`src/rtl/tl_tx_arbiter_if.sv`:
```
// Framed 256-bit TLP stream from the TX arbiter toward the data link layer.
// The arbiter drives the beat; the link layer answers with ready.
interface tl_tx_arbiter_if;
    logic         tlp_valid;
    logic [255:0] tlp_data;
    logic         tlp_sop;
    logic         tlp_eop;
    logic         tlp_half;
    logic         tlp_ready;

    modport master (
        output tlp_valid,
        output tlp_data,
        output tlp_sop,
        output tlp_eop,
        output tlp_half,
        input  tlp_ready
    );

    modport slave (
        input  tlp_valid,
        input  tlp_data,
        input  tlp_sop,
        input  tlp_eop,
        input  tlp_half,
        output tlp_ready
    );
endinterface

```
`src/rtl/tl_tx_arbiter.sv`:
```
// TX arbiter/framer: picks posted or non-posted TLPs under flow-control credits
// and shifts 4DW headers into 256-bit beats, carrying the upper half of each data word.
module tl_tx_arbiter #(
    parameter int PH_W  = 8,
    parameter int PD_W  = 12,
    parameter int CNT_W = 4
) (
    input  logic               clk,
    input  logic               rst,
    input  logic               p_hdr_empty_i,
    input  logic [127:0]       p_hdr_rdata_i,
    output logic               p_hdr_rden_o,
    input  logic               p_data_empty_i,
    input  logic [255:0]       p_data_rdata_i,
    output logic               p_data_rden_o,
    input  logic [CNT_W-1:0]   p_payload_cnt_i,
    output logic               p_sent_o,
    input  logic               np_hdr_empty_i,
    input  logic [127:0]       np_hdr_rdata_i,
    output logic               np_hdr_rden_o,
    input  logic [PH_W-1:0]    fc_ph_limit_i,
    input  logic [PD_W-1:0]    fc_pd_limit_i,
    input  logic [PH_W-1:0]    fc_nph_limit_i,
    tl_tx_arbiter_if.master    tx
);

    typedef enum logic [2:0] {
        ST_IDLE   = 3'd0,
        ST_P_HDR  = 3'd1,
        ST_P_DATA = 3'd2,
        ST_P_TAIL = 3'd3,
        ST_NP     = 3'd4
    } state_t;

    state_t           state_r;
    state_t           state_s;
    logic [127:0]     carry_r;
    logic [7:0]       rem_r;
    logic [7:0]       nb_r;
    logic [PH_W-1:0]  ph_c_r;
    logic [PD_W-1:0]  pd_c_r;
    logic [PH_W-1:0]  nph_c_r;

    logic [7:0]       hdr_nb_s;
    logic             p_elig_s;
    logic             np_elig_s;
    logic             valid_s;
    logic             accept_s;

    // Payload beats of a posted header; a zero length field encodes 1024 DW.
    function automatic logic [7:0] beats_of(input logic [127:0] hdr);
        logic len_zero;
        len_zero = (hdr[17:16] == 2'b00) && (hdr[31:24] == 8'h00);
        if (len_zero) begin
            return 8'd128;
        end else begin
            return {1'b0, hdr[17:16], hdr[31:27]};
        end
    endfunction

    // Payloads are whole 32-byte beats, so PD credits are simply two per beat.
    function automatic logic [PD_W-1:0] pd_need(input logic [7:0] nb);
        logic [PD_W-1:0] ext;
        ext      = {PD_W{1'b0}};
        ext[8:1] = nb;
        return ext;
    endfunction

    function automatic logic ph_pass(input logic [PH_W-1:0] limit,
                                     input logic [PH_W-1:0] used);
        logic [PH_W-1:0] diff;
        diff = limit - used - {{(PH_W-1){1'b0}}, 1'b1};
        return ~diff[PH_W-1];
    endfunction

    function automatic logic pd_pass(input logic [PD_W-1:0] limit,
                                     input logic [PD_W-1:0] used,
                                     input logic [PD_W-1:0] need);
        logic [PD_W-1:0] diff;
        diff = limit - used - need;
        return ~diff[PD_W-1];
    endfunction

    // Eligibility of each class; only acted upon while idle.
    always_comb begin
        hdr_nb_s  = beats_of(p_hdr_rdata_i);
        p_elig_s  = (p_payload_cnt_i != {CNT_W{1'b0}}) && !p_hdr_empty_i &&
                    ph_pass(fc_ph_limit_i, ph_c_r) &&
                    pd_pass(fc_pd_limit_i, pd_c_r, pd_need(hdr_nb_s));
        np_elig_s = !np_hdr_empty_i && ph_pass(fc_nph_limit_i, nph_c_r);
    end

    // State register.
    always_ff @(posedge clk) begin
        if (rst) begin
            state_r <= ST_IDLE;
        end else begin
            state_r <= state_s;
        end
    end

    // Next-state logic; posted traffic wins over non-posted.
    always_comb begin
        state_s = state_r;
        case (state_r)
            ST_IDLE: begin
                if (p_elig_s) begin
                    state_s = ST_P_HDR;
                end else if (np_elig_s) begin
                    state_s = ST_NP;
                end else begin
                    state_s = ST_IDLE;
                end
            end
            ST_P_HDR: begin
                if (accept_s) begin
                    if (nb_r == 8'd1) begin
                        state_s = ST_P_TAIL;
                    end else begin
                        state_s = ST_P_DATA;
                    end
                end else begin
                    state_s = ST_P_HDR;
                end
            end
            ST_P_DATA: begin
                if (accept_s && (rem_r == 8'd1)) begin
                    state_s = ST_P_TAIL;
                end else begin
                    state_s = ST_P_DATA;
                end
            end
            ST_P_TAIL: begin
                if (accept_s) begin
                    state_s = ST_IDLE;
                end else begin
                    state_s = ST_P_TAIL;
                end
            end
            ST_NP: begin
                if (accept_s) begin
                    state_s = ST_IDLE;
                end else begin
                    state_s = ST_NP;
                end
            end
            default: state_s = ST_IDLE;
        endcase
    end

    // Beat formation and FIFO pops; pops happen only on the accepting handshake.
    always_comb begin
        valid_s      = 1'b0;
        tx.tlp_data  = 256'd0;
        tx.tlp_sop   = 1'b0;
        tx.tlp_eop   = 1'b0;
        tx.tlp_half  = 1'b0;
        case (state_r)
            ST_P_HDR: begin
                valid_s     = 1'b1;
                tx.tlp_data = {p_data_rdata_i[127:0], p_hdr_rdata_i};
                tx.tlp_sop  = 1'b1;
            end
            ST_P_DATA: begin
                valid_s     = !p_data_empty_i;
                tx.tlp_data = {p_data_rdata_i[127:0], carry_r};
            end
            ST_P_TAIL: begin
                valid_s     = 1'b1;
                tx.tlp_data = {128'd0, carry_r};
                tx.tlp_eop  = 1'b1;
                tx.tlp_half = 1'b1;
            end
            ST_NP: begin
                valid_s     = 1'b1;
                tx.tlp_data = {128'd0, np_hdr_rdata_i};
                tx.tlp_sop  = 1'b1;
                tx.tlp_eop  = 1'b1;
                tx.tlp_half = 1'b1;
            end
            default: begin
                valid_s     = 1'b0;
                tx.tlp_data = 256'd0;
            end
        endcase
        accept_s      = valid_s && tx.tlp_ready;
        tx.tlp_valid  = valid_s;
        p_hdr_rden_o  = accept_s && (state_r == ST_P_HDR);
        p_data_rden_o = accept_s && ((state_r == ST_P_HDR) || (state_r == ST_P_DATA));
        np_hdr_rden_o = accept_s && (state_r == ST_NP);
        p_sent_o      = accept_s && (state_r == ST_P_TAIL);
    end

    // Datapath: carried half-word, beat countdown and consumed credit counters.
    always_ff @(posedge clk) begin
        if (rst) begin
            carry_r <= 128'd0;
            rem_r   <= 8'd0;
            nb_r    <= 8'd0;
            ph_c_r  <= {PH_W{1'b0}};
            pd_c_r  <= {PD_W{1'b0}};
            nph_c_r <= {PH_W{1'b0}};
        end else begin
            case (state_r)
                ST_IDLE: begin
                    if (p_elig_s) begin
                        nb_r <= hdr_nb_s;
                    end
                end
                ST_P_HDR: begin
                    if (accept_s) begin
                        carry_r <= p_data_rdata_i[255:128];
                        rem_r   <= nb_r - 8'd1;
                        ph_c_r  <= ph_c_r + {{(PH_W-1){1'b0}}, 1'b1};
                        pd_c_r  <= pd_c_r + pd_need(nb_r);
                    end
                end
                ST_P_DATA: begin
                    if (accept_s) begin
                        carry_r <= p_data_rdata_i[255:128];
                        rem_r   <= rem_r - 8'd1;
                    end
                end
                ST_NP: begin
                    if (accept_s) begin
                        nph_c_r <= nph_c_r + {{(PH_W-1){1'b0}}, 1'b1};
                    end
                end
                default: begin
                    carry_r <= carry_r;
                end
            endcase
        end
    end

endmodule

```
`src/flat_wrapper.sv`:
```
// flat-port wrapper written by rule: the top's interface ports become plain ports
module tl_tx_arbiter_flat 
#(
    parameter int PH_W  = 8,
    parameter int PD_W  = 12,
    parameter int CNT_W = 4
)
  (clk, rst, p_hdr_empty_i, p_hdr_rdata_i, p_hdr_rden_o, p_data_empty_i, p_data_rdata_i, p_data_rden_o, p_payload_cnt_i, p_sent_o, np_hdr_empty_i, np_hdr_rdata_i, np_hdr_rden_o, fc_ph_limit_i, fc_pd_limit_i, fc_nph_limit_i, tx_tlp_valid, tx_tlp_data, tx_tlp_sop, tx_tlp_eop, tx_tlp_half, tx_tlp_ready);
  tl_tx_arbiter_if tx_i ();
  input  logic clk;
  input  logic rst;
  input  logic p_hdr_empty_i;
  input  logic [127:0] p_hdr_rdata_i;
  output logic p_hdr_rden_o;
  input  logic p_data_empty_i;
  input  logic [255:0] p_data_rdata_i;
  output logic p_data_rden_o;
  input  logic [CNT_W-1:0] p_payload_cnt_i;
  output logic p_sent_o;
  input  logic np_hdr_empty_i;
  input  logic [127:0] np_hdr_rdata_i;
  output logic np_hdr_rden_o;
  input  logic [PH_W-1:0] fc_ph_limit_i;
  input  logic [PD_W-1:0] fc_pd_limit_i;
  input  logic [PH_W-1:0] fc_nph_limit_i;
  output wire logic [$bits(tx_i.tlp_valid)-1:0] tx_tlp_valid;
  output wire logic [$bits(tx_i.tlp_data)-1:0] tx_tlp_data;
  output wire logic [$bits(tx_i.tlp_sop)-1:0] tx_tlp_sop;
  output wire logic [$bits(tx_i.tlp_eop)-1:0] tx_tlp_eop;
  output wire logic [$bits(tx_i.tlp_half)-1:0] tx_tlp_half;
  input wire logic [$bits(tx_i.tlp_ready)-1:0] tx_tlp_ready;
  assign tx_tlp_valid = tx_i.tlp_valid;
  assign tx_tlp_data = tx_i.tlp_data;
  assign tx_tlp_sop = tx_i.tlp_sop;
  assign tx_tlp_eop = tx_i.tlp_eop;
  assign tx_tlp_half = tx_i.tlp_half;
  assign tx_i.tlp_ready = tx_tlp_ready;
  tl_tx_arbiter #(.PH_W(PH_W), .PD_W(PD_W), .CNT_W(CNT_W)) u_core (.clk(clk), .rst(rst), .p_hdr_empty_i(p_hdr_empty_i), .p_hdr_rdata_i(p_hdr_rdata_i), .p_hdr_rden_o(p_hdr_rden_o), .p_data_empty_i(p_data_empty_i), .p_data_rdata_i(p_data_rdata_i), .p_data_rden_o(p_data_rden_o), .p_payload_cnt_i(p_payload_cnt_i), .p_sent_o(p_sent_o), .np_hdr_empty_i(np_hdr_empty_i), .np_hdr_rdata_i(np_hdr_rdata_i), .np_hdr_rden_o(np_hdr_rden_o), .fc_ph_limit_i(fc_ph_limit_i), .fc_pd_limit_i(fc_pd_limit_i), .fc_nph_limit_i(fc_nph_limit_i), .tx(tx_i));
endmodule
```
`config.mk`:
```
export PLATFORM = sky130hd
export DESIGN_NAME = tl_tx_arbiter_flat
export DESIGN_NICKNAME = d
export VERILOG_FILES = /design/src/rtl/tl_tx_arbiter_if.sv /design/src/rtl/tl_tx_arbiter.sv /design/src/flat_wrapper.sv
export SDC_FILE = /design/constraint.sdc
export NUM_CORES = 1
export LEC_CHECK = 0
export ABC_CLOCK_PERIOD_IN_PS = 4400
export CORE_AREA = 2 2 319 321
export CTS_BUF_LIST = sky130_fd_sc_hd__clkbuf_8
export DETAILED_ROUTE_END_ITERATION = 8
export DIE_AREA = 0 0 321 323
export PLACE_DENSITY_LB_ADDON = 0.05
export RECOVER_POWER = 50
export SYNTH_ARGS = -nofsm -noshare
export SYNTH_HDL_FRONTEND = slang
export SYNTH_SLANG_ARGS = --single-unit
```
`constraint.sdc`:
```
create_clock -name clk -period 4.4 [get_ports clk]
set_clock_uncertainty 0.2 [all_clocks]
set_input_delay 0.88 -clock clk [delete_from_list [all_inputs] [get_ports clk]]
set_output_delay 0.88 -clock clk [all_outputs]
set_load 0.01 [all_outputs]
```
After elaboration in Yosys (flattened, before gate mapping)
Cells that the tools add are included.
{"block": "classes", "add_sub_neg": 11, "n_reduce_logical": 29, "n_mux": 16, "bitwise": 3, "eq_ne": 8}
{"operator": "256-bit one-hot mux with 4 select lines", "count": 1}
{"operator": "8-bit by 1-bit subtractor with 8-bit output (second input constant)", "count": 4}
{"operator": "8-bit two-way mux", "count": 3}
{"operator": "8-bit by 1-bit adder with 8-bit output (second input constant)", "count": 2}
{"operator": "8-bit by 1-bit equality test with 1-bit output (second input constant)", "count": 2}
{"operator": "8-bit one-hot mux with 2 select lines", "count": 1}
{"operator": "8-bit subtractor", "count": 2}
{"operator": "3-bit one-hot mux with 5 select lines", "count": 1}
{"operator": "12-bit by 9-bit adder with 12-bit output", "count": 1}
{"operator": "12-bit subtractor", "count": 1}
{"operator": "12-bit by 9-bit subtractor with 12-bit output", "count": 1}
{"operator": "1-bit logical AND", "count": 11}
{"operator": "3-bit two-way mux", "count": 3}
{"operator": "8-bit logical NOT", "count": 1}
{"operator": "2-bit AND reduction", "count": 4}
{"operator": "3-bit by 2-bit equality test with 1-bit output (second input constant)", "count": 2}
{"operator": "2-bit OR reduction", "count": 3}
{"operator": "1-bit two-way mux", "count": 4}
{"operator": "2-bit two-way mux", "count": 2}
{"operator": "2-bit by 1-bit inequality test with 1-bit output (second input constant)", "count": 2}
{"operator": "4-bit nonzero test", "count": 1}
{"operator": "3-bit by 1-bit equality test with 1-bit output (second input constant)", "count": 1}
{"operator": "3-bit equality test (second input constant)", "count": 1}
{"operator": "1-bit logical NOT", "count": 3}
{"operator": "8 further kinds", "count": 10}
{"block": "word_totals", "wordCells": 74, "reg_bits": 175, "out_inout_bits": 264, "input_bits": 550}

Longest topological paths before layout
{"block": "logic_depth", "ltp_word": 8, "depth_mapped": 11, "depth_no_buf": 10}

Worst setup path before layout
Ideal clock, no wire load.
{"block": "synth_timing", "kind": "input to register", "from": "input port p_hdr_rdata_i[25]", "to": "register u_core.nb_r[7]", "stages": 11, "slack_ns": 0.782, "arrival_time_ns": 3.297, "required_ns": 4.079, "setup_time_ns": 0.121, "path_buffers": 1, "cell_sequence": "nor4_1 nand3_1 fa_1 ha_1 nand3_1 a21oi_1 a211oi_1 a21o_1 and4b_1 buf_2 mux2_2"}
{"block": "synth_between", "elab_chain_cells": 7}
{"element": "start: declaration", "line": "flat_wrapper.sv:13", "rtl": "input logic [127:0] p_hdr_rdata_i;"}
{"element": "8-bit logical NOT *", "line": "tl_tx_arbiter.sv:53", "rtl": "len_zero = (hdr[17:16] == 2'b00) && (hdr[31:24] == 8'h00);"}
{"element": "1-bit logical AND *", "line": "tl_tx_arbiter.sv:53"}
{"element": "8-bit two-way mux *", "line": "tl_tx_arbiter.sv:54", "rtl": "if (len_zero) begin"}
{"element": "12-bit by 9-bit subtractor with 12-bit output", "line": "tl_tx_arbiter.sv:80", "rtl": "diff = limit - used - need;"}
{"element": "1-bit NOT", "line": "tl_tx_arbiter.sv:81", "rtl": "return ~diff[PD_W-1];"}
{"element": "1-bit logical AND", "line": "tl_tx_arbiter.sv:88", "rtl": "ph_pass(fc_ph_limit_i, ph_c_r) &&"}
{"element": "2-bit AND reduction (no line)"}
{"element": "end signal: assignment", "line": "tl_tx_arbiter.sv:207", "rtl": "nb_r <= hdr_nb_s;"}
{"element": "end: declaration", "line": "tl_tx_arbiter.sv:39", "rtl": "logic [7:0] nb_r;"}
Every way passes the cells marked *; elsewhere a longest branch is shown, timed or not.
A chain may end at the register's enable or synchronous reset.

Final worst setup path
{"block": "layout_timing", "from": "register u_core.state_r[2]", "to": "output port tx_tlp_data[4]"}
{"block": "layout_between", "elab_chain_cells": 2, "word_cells_on_any_way": 5, "classes_between": "eq/ne (4); mux (1)"}
{"element": "start: declaration", "line": "tl_tx_arbiter.sv:35", "rtl": "state_t state_r;"}
{"element": "start signal: assignment", "line": "tl_tx_arbiter.sv:98", "rtl": "state_r <= state_s;"}
{"element": "3-bit equality test (tied with other cells)", "line": "tl_tx_arbiter.sv:158", "rtl": "case (state_r)"}
{"element": "256-bit one-hot mux with 4 select lines *", "line": "tl_tx_arbiter.sv:158"}
{"element": "end: declaration", "line": "flat_wrapper.sv:27", "rtl": "output wire logic [$bits(tx_i.tlp_data)-1:0] tx_tlp_data;"}
Marks and branches as above.

==> metrics.md <==
| Metric | Value |
|---|---|
| GRT overflow | 0 |
| Post-synthesis instance total | 1580 |
| Critical Path Sink Type | primary output |
| Number of max-capacitance violations reported | 2 |
| DRC marker count from the first detailed-route iteration | 832 |
| Cell area after layout | 21200 µm² |
| Clock slew seen by the registers of the worst setup and hold paths | 0.12 ns |
| Area grow syn2layout | 92.7% |
| Met1 GRT Util | 21.2% |
| Worst R2R Path Depth | 8 |
| EDFF count, synth | 0 |
| Clock share of power | between 20% and 30% |
| Delay of the slowest cell on the worst path | 0.67 ns |
| Mean instance size in the synthesized netlist | approximately 7 µm² |
| Leak Pwr | roughly 7.5 nW |
| Commonest register cell after synthesis | sky130_fd_sc_hd__dfxtp_1 |
| Clk Latency, worst-skew pair | between 0.5 and 0.6 ns |
| Unrepaired setup endpoints after global routing | no |
| Clock Path Buffers | 2 |
| Post-Route Utilization | 21.1% |
| Synthesized netlist net count | 2176 |
| Setup slack on the worst flop-to-flop path | 0.54 ns |
| Sum of net half-perimeters after detailed placement | 69700 µm |
| Cell area after technology mapping | between 10000 and 15000 µm² |
| Cts-stage hold buffer count | 0 |
| Net Sw Power | 1.95 mW |
| Antenna Nets Post-Route | 0 |
| Total wire length | 87400 µm |
| First-pass detailed-route iteration total | 5 |
| Worst-case setup slack after placement | -0.506 ns |
| Count of buffers from port buffering | 812 |
| Wire length of the first global-routing pass | 116000 µm |
| Number of cells on the worst hold path | 2 |
| Met2 usage in global routing | 25.6% |
| Async S/R FF share, synth | 0% |
| Count of final hold-check violations | 0 |
| Cell Pwr Density | 246 nW/µm² |
| Switching portion of total power | around 37% |
| Count of final max-slew check failures | 255 |
| IO Pins | 814 |
| Fraction of power consumed by combinational cells | 44.3% |
| Violations in the final reports | capacitance limit, slew limit |
| Share of the clock period used by the worst path after layout | 94.2% |
| Sink of the worst hold path | u_core.carry_r[34]$_SDFFE_PP0P_ |
| Vias per Instance | 3.96 |
| Result of the run | finished with violations |
| Placed cell areas | around 21000 µm² |
| Data required time of the critical path | 3.32 ns |
| Category of the worst setup path launch point | register |
| Total number of clock tree sinks | 174 |
| RePlAce Congestion | between 0.8 and 0.9 |
| Setup ws final | 0.253 ns |
| Final-stage net count | 2919 |
| Cell types occupying the most area after synthesis | sky130_fd_sc_hd__dfxtp_1, sky130_fd_sc_hd__nand2_1, sky130_fd_sc_hd__a22oi_1 |
| Class of the tightest hold or removal check | register to register |
| Slew of the pin with the lowest slew margin | around 3 ns |
| Die area | 104000 µm² |
| Die span in x | about 320 µm |
| Via count of the routed design | around 14000 |
| Number of different library cells in the post-synthesis netlist | roughly 60 |
| CP max FO | 24 |
| Number of global-route vias before repair | 14321 |
| FF+latch count, synth | 174 |
| Effective utilization at floorplan | 10.9% |
| Pin count of the biggest net entering global routing | between 100 and 150 |
| Worst slew margin relative to its limit | -94.3% |
| Number of placement rows | 117 |
| Worst flop-to-flop path startpoint | u_core.state_r[2]$_SDFF_PP0_ |
| CTS Root Buffer Type | sky130_fd_sc_hd__clkbuf_8 |
| Largest area contributor in the synthesized netlist | sky130_fd_sc_hd__dfxtp_1 |
| Mean routed wirelength per cell | ~24 µm |
| Cts bufs inserted | 17 |
| Height of the die | 323 µm |
| Fraction of layout instances using a drive strength above 1 | under 10% |
| Portion of total power attributed to sequential cells | 31.3% |
| Met3 usage in global routing | 4.55% |
| Highest clock rate | about 240 MHz |
| Final number of setup-violating endpoints | 0 |
| Worst supply voltage drop on vdd | 206 µV |
| Critical path arrival | 3.07 ns |
| Number of antenna violations at the first check in global routing | 27 |
| Pint | about 3.3 mW |
| Core outline area | 101000 µm² |
| Hold path startpoint | u_core.carry_r[34]$_SDFFE_PP0P_ |
| Combined buffer and inverter count along the critical path | 3 |
| Yosys top cell area share | 31.6% |
| Busiest grt layer | met2 |
| Residual DRC | 0 |
| Type of the setup path with the least slack | register to primary output |
| Count of yosys warnings during synthesis | 0 |
| Series of cell instances along the critical path | inv_1 > nor2_2 > buf_12 > a22oi_1 > o21ai_0 > clkdlybuf4s50_1 |
| Share of the yosys chip area belonging to registers | a little under a third |
| Critical-path top delay cell | sky130_fd_sc_hd__clkdlybuf4s50_1 |
| R2R Path End | u_core.rem_r[3]$_SDFFE_PP0P_ |
| Global-route total usage across every layer | 15.9% |
| Top Family by Delay on Critical Path | buffers and inverters |
| Min Clock Period, post-route | 4.15 ns |
| Total number of H-tree levels | 4 |
| TritonCTS clock tree | built |
## cell families (layout without fill, tap and decap cells)
logic type	Yosys count	in the layout	share of synthesized area (%)
simple gates	666	666	27.4
compound gates	460	460	24.8
buf+inv	194	950	7.06
flops	174	174	31.6
fa+ha+maj	46	46	5.77
xor+xnor	30	30	2.39
mux	10	10	0.932
other cells	0	11	0
## worst register-to-register path, delay by kind of cell (launching register included)
family | cells | cell delay [ns]
buffers and inverters | 4 | 1.97
AO/OA/AOI/OAI | 3 | 1.02
flip-flops | 1 | 0.37
AND/OR/NAND/NOR | 1 | 0.06
## layout by cell type, fill, tap and decap left out, types with 4 or more instances in the layout
master	netlist	layout
sky130_fd_sc_hd__a211oi_1	4	4
sky130_fd_sc_hd__nand2b_1	4	4
sky130_fd_sc_hd__a22oi_1	129	129
sky130_fd_sc_hd__nor2_1	38	37
sky130_fd_sc_hd__nor3_1	11	11
sky130_fd_sc_hd__dfxtp_1	174	173
sky130_fd_sc_hd__xor2_1	8	7
sky130_fd_sc_hd__clkbuf_8	0	18
sky130_fd_sc_hd__nand2_1	424	424
sky130_fd_sc_hd__dlygate4sd3_1	0	41
sky130_fd_sc_hd__nor4_1	6	5
sky130_fd_sc_hd__diode_2	0	11
sky130_fd_sc_hd__mux2i_1	8	8
sky130_fd_sc_hd__nand3_1	15	15
sky130_fd_sc_hd__inv_1	44	44
sky130_fd_sc_hd__or3_1	6	7
sky130_fd_sc_hd__o21ai_0	142	142
sky130_fd_sc_hd__a21oi_1	153	153
sky130_fd_sc_hd__fa_1	8	8
sky130_fd_sc_hd__inv_6	0	4
sky130_fd_sc_hd__buf_12	0	10
sky130_fd_sc_hd__nor2b_1	9	7
sky130_fd_sc_hd__inv_8	0	5
sky130_fd_sc_hd__ha_1	38	38
sky130_fd_sc_hd__nand4_1	7	7
sky130_fd_sc_hd__xnor2_1	22	22
sky130_fd_sc_hd__clkdlybuf4s50_1	0	770
sky130_fd_sc_hd__and3_1	130	130
sky130_fd_sc_hd__nor4b_1	4	4
sky130_fd_sc_hd__buf_4	1	45
## cells in the mapped netlist (all sizes together), types with 2 or more instances
| master | number |
|---|---|
| nand2 | 424 |
| dfxtp | 174 |
| a21oi | 153 |
| o21ai | 143 |
| and3 | 130 |
| a22oi | 129 |
| clkbuf | 106 |
| inv | 46 |
| buf | 41 |
| nor2 | 39 |
| ha | 38 |
| xnor2 | 22 |
| nand3 | 15 |
| nor3 | 11 |
| nor2b | 9 |
| fa | 8 |
| mux2i | 8 |
| xor2 | 8 |
| nand4 | 7 |
| or3 | 7 |
| nor4 | 6 |
| a211oi | 4 |
| nand2b | 4 |
| nor4b | 4 |
| a21boi | 3 |
| a31oi | 3 |
| o21a | 3 |
| or4 | 3 |
| a21o | 2 |
| a311oi | 2 |
| mux2 | 2 |
| nand4b | 2 |
| o2111ai | 2 |
| o211ai | 2 |
| o22ai | 2 |
| o311ai | 2 |
## what timing repair did
action	in CTS	in global routing
hold endpoints to repair	0	0
buffers inserted	1	1
resized for setup	0	1
pin swaps	0	1
endpoints found under the setup margin	3	10
## power groups by stage
stage	Clock, mW	Combinational (mW)	Sequential (mW)
after floorplan	0	0.809	1.66
after global placement	0	2.37	1.67
after detailed placement	0	2.36	1.67
after CTS	1.37	2.37	1.64
after global routing	1.42	2.47	1.64
final	1.27	2.31	1.63
## worst max-delay path by stage
stage	start	to	slack, ns	cells after the start
final	u_core.state_r[2]$_SDFF_PP0_	tx_tlp_data[4]	0.25	6
after global placement	p_hdr_rdata_i[25]	u_core.nb_r[0]$_SDFFE_PP0P_	-0.50	14
after detailed placement	p_hdr_rdata_i[25]	u_core.nb_r[2]$_SDFFE_PP0P_	-0.51	14
after global routing	u_core.state_r[2]$_SDFF_PP0_	tx_tlp_data[82]	0.03	7
after CTS	u_core.state_r[2]$_SDFF_PP0_	tx_tlp_data[82]	0.02	7
after floorplan	p_hdr_rdata_i[25]	u_core.nb_r[7]$_SDFFE_PP0P_	0.78	11
## cell type report
cell class / count / area [µm²]
Clock buffer: 18 / 248
Tap cell: 1309 / 1640
Clock inverter: 14 / 165
Fill cell: 11358 / 79500
Sequential cell: 174 / 3490
Antenna cell: 11 / 27.5
Inverter: 47 / 181
Timing Repair Buffer: 871 / 8690
Multi-Input combinational cell: 1212 / 6780
## sequential cells by signal (all words and copies together), names as in the netlist
signal / cells
u_core.state_r: 3
u_core.nb_r: 8
u_core.nph_c_r: 8
u_core.carry_r: 128
u_core.pd_c_r: 11
u_core.rem_r: 8
u_core.ph_c_r: 8
## metal layers
layer  part of all wire (%)  vias up
met2                     47      493
li1                       -     6978
met4                    1.1       20
met1                     45     6920
met5                   0.13        -
met3                    7.2       66
## through the flow
stage	total power, mW	setup TNS, ns	cells	hold slack [ns]
6_report	5.22	0	3656	0.262
5_1_grt	5.53	0	3651	0.274
4_1_cts	5.39	0	3644	0.263
2_1_floorplan	2.47	0	1580	0.237
3_3_place_gp	4.05	-4.84	3611	0.243
3_5_place_dp	4.03	-4.82	3611	0.247
(Power assumes the default switching activity.)
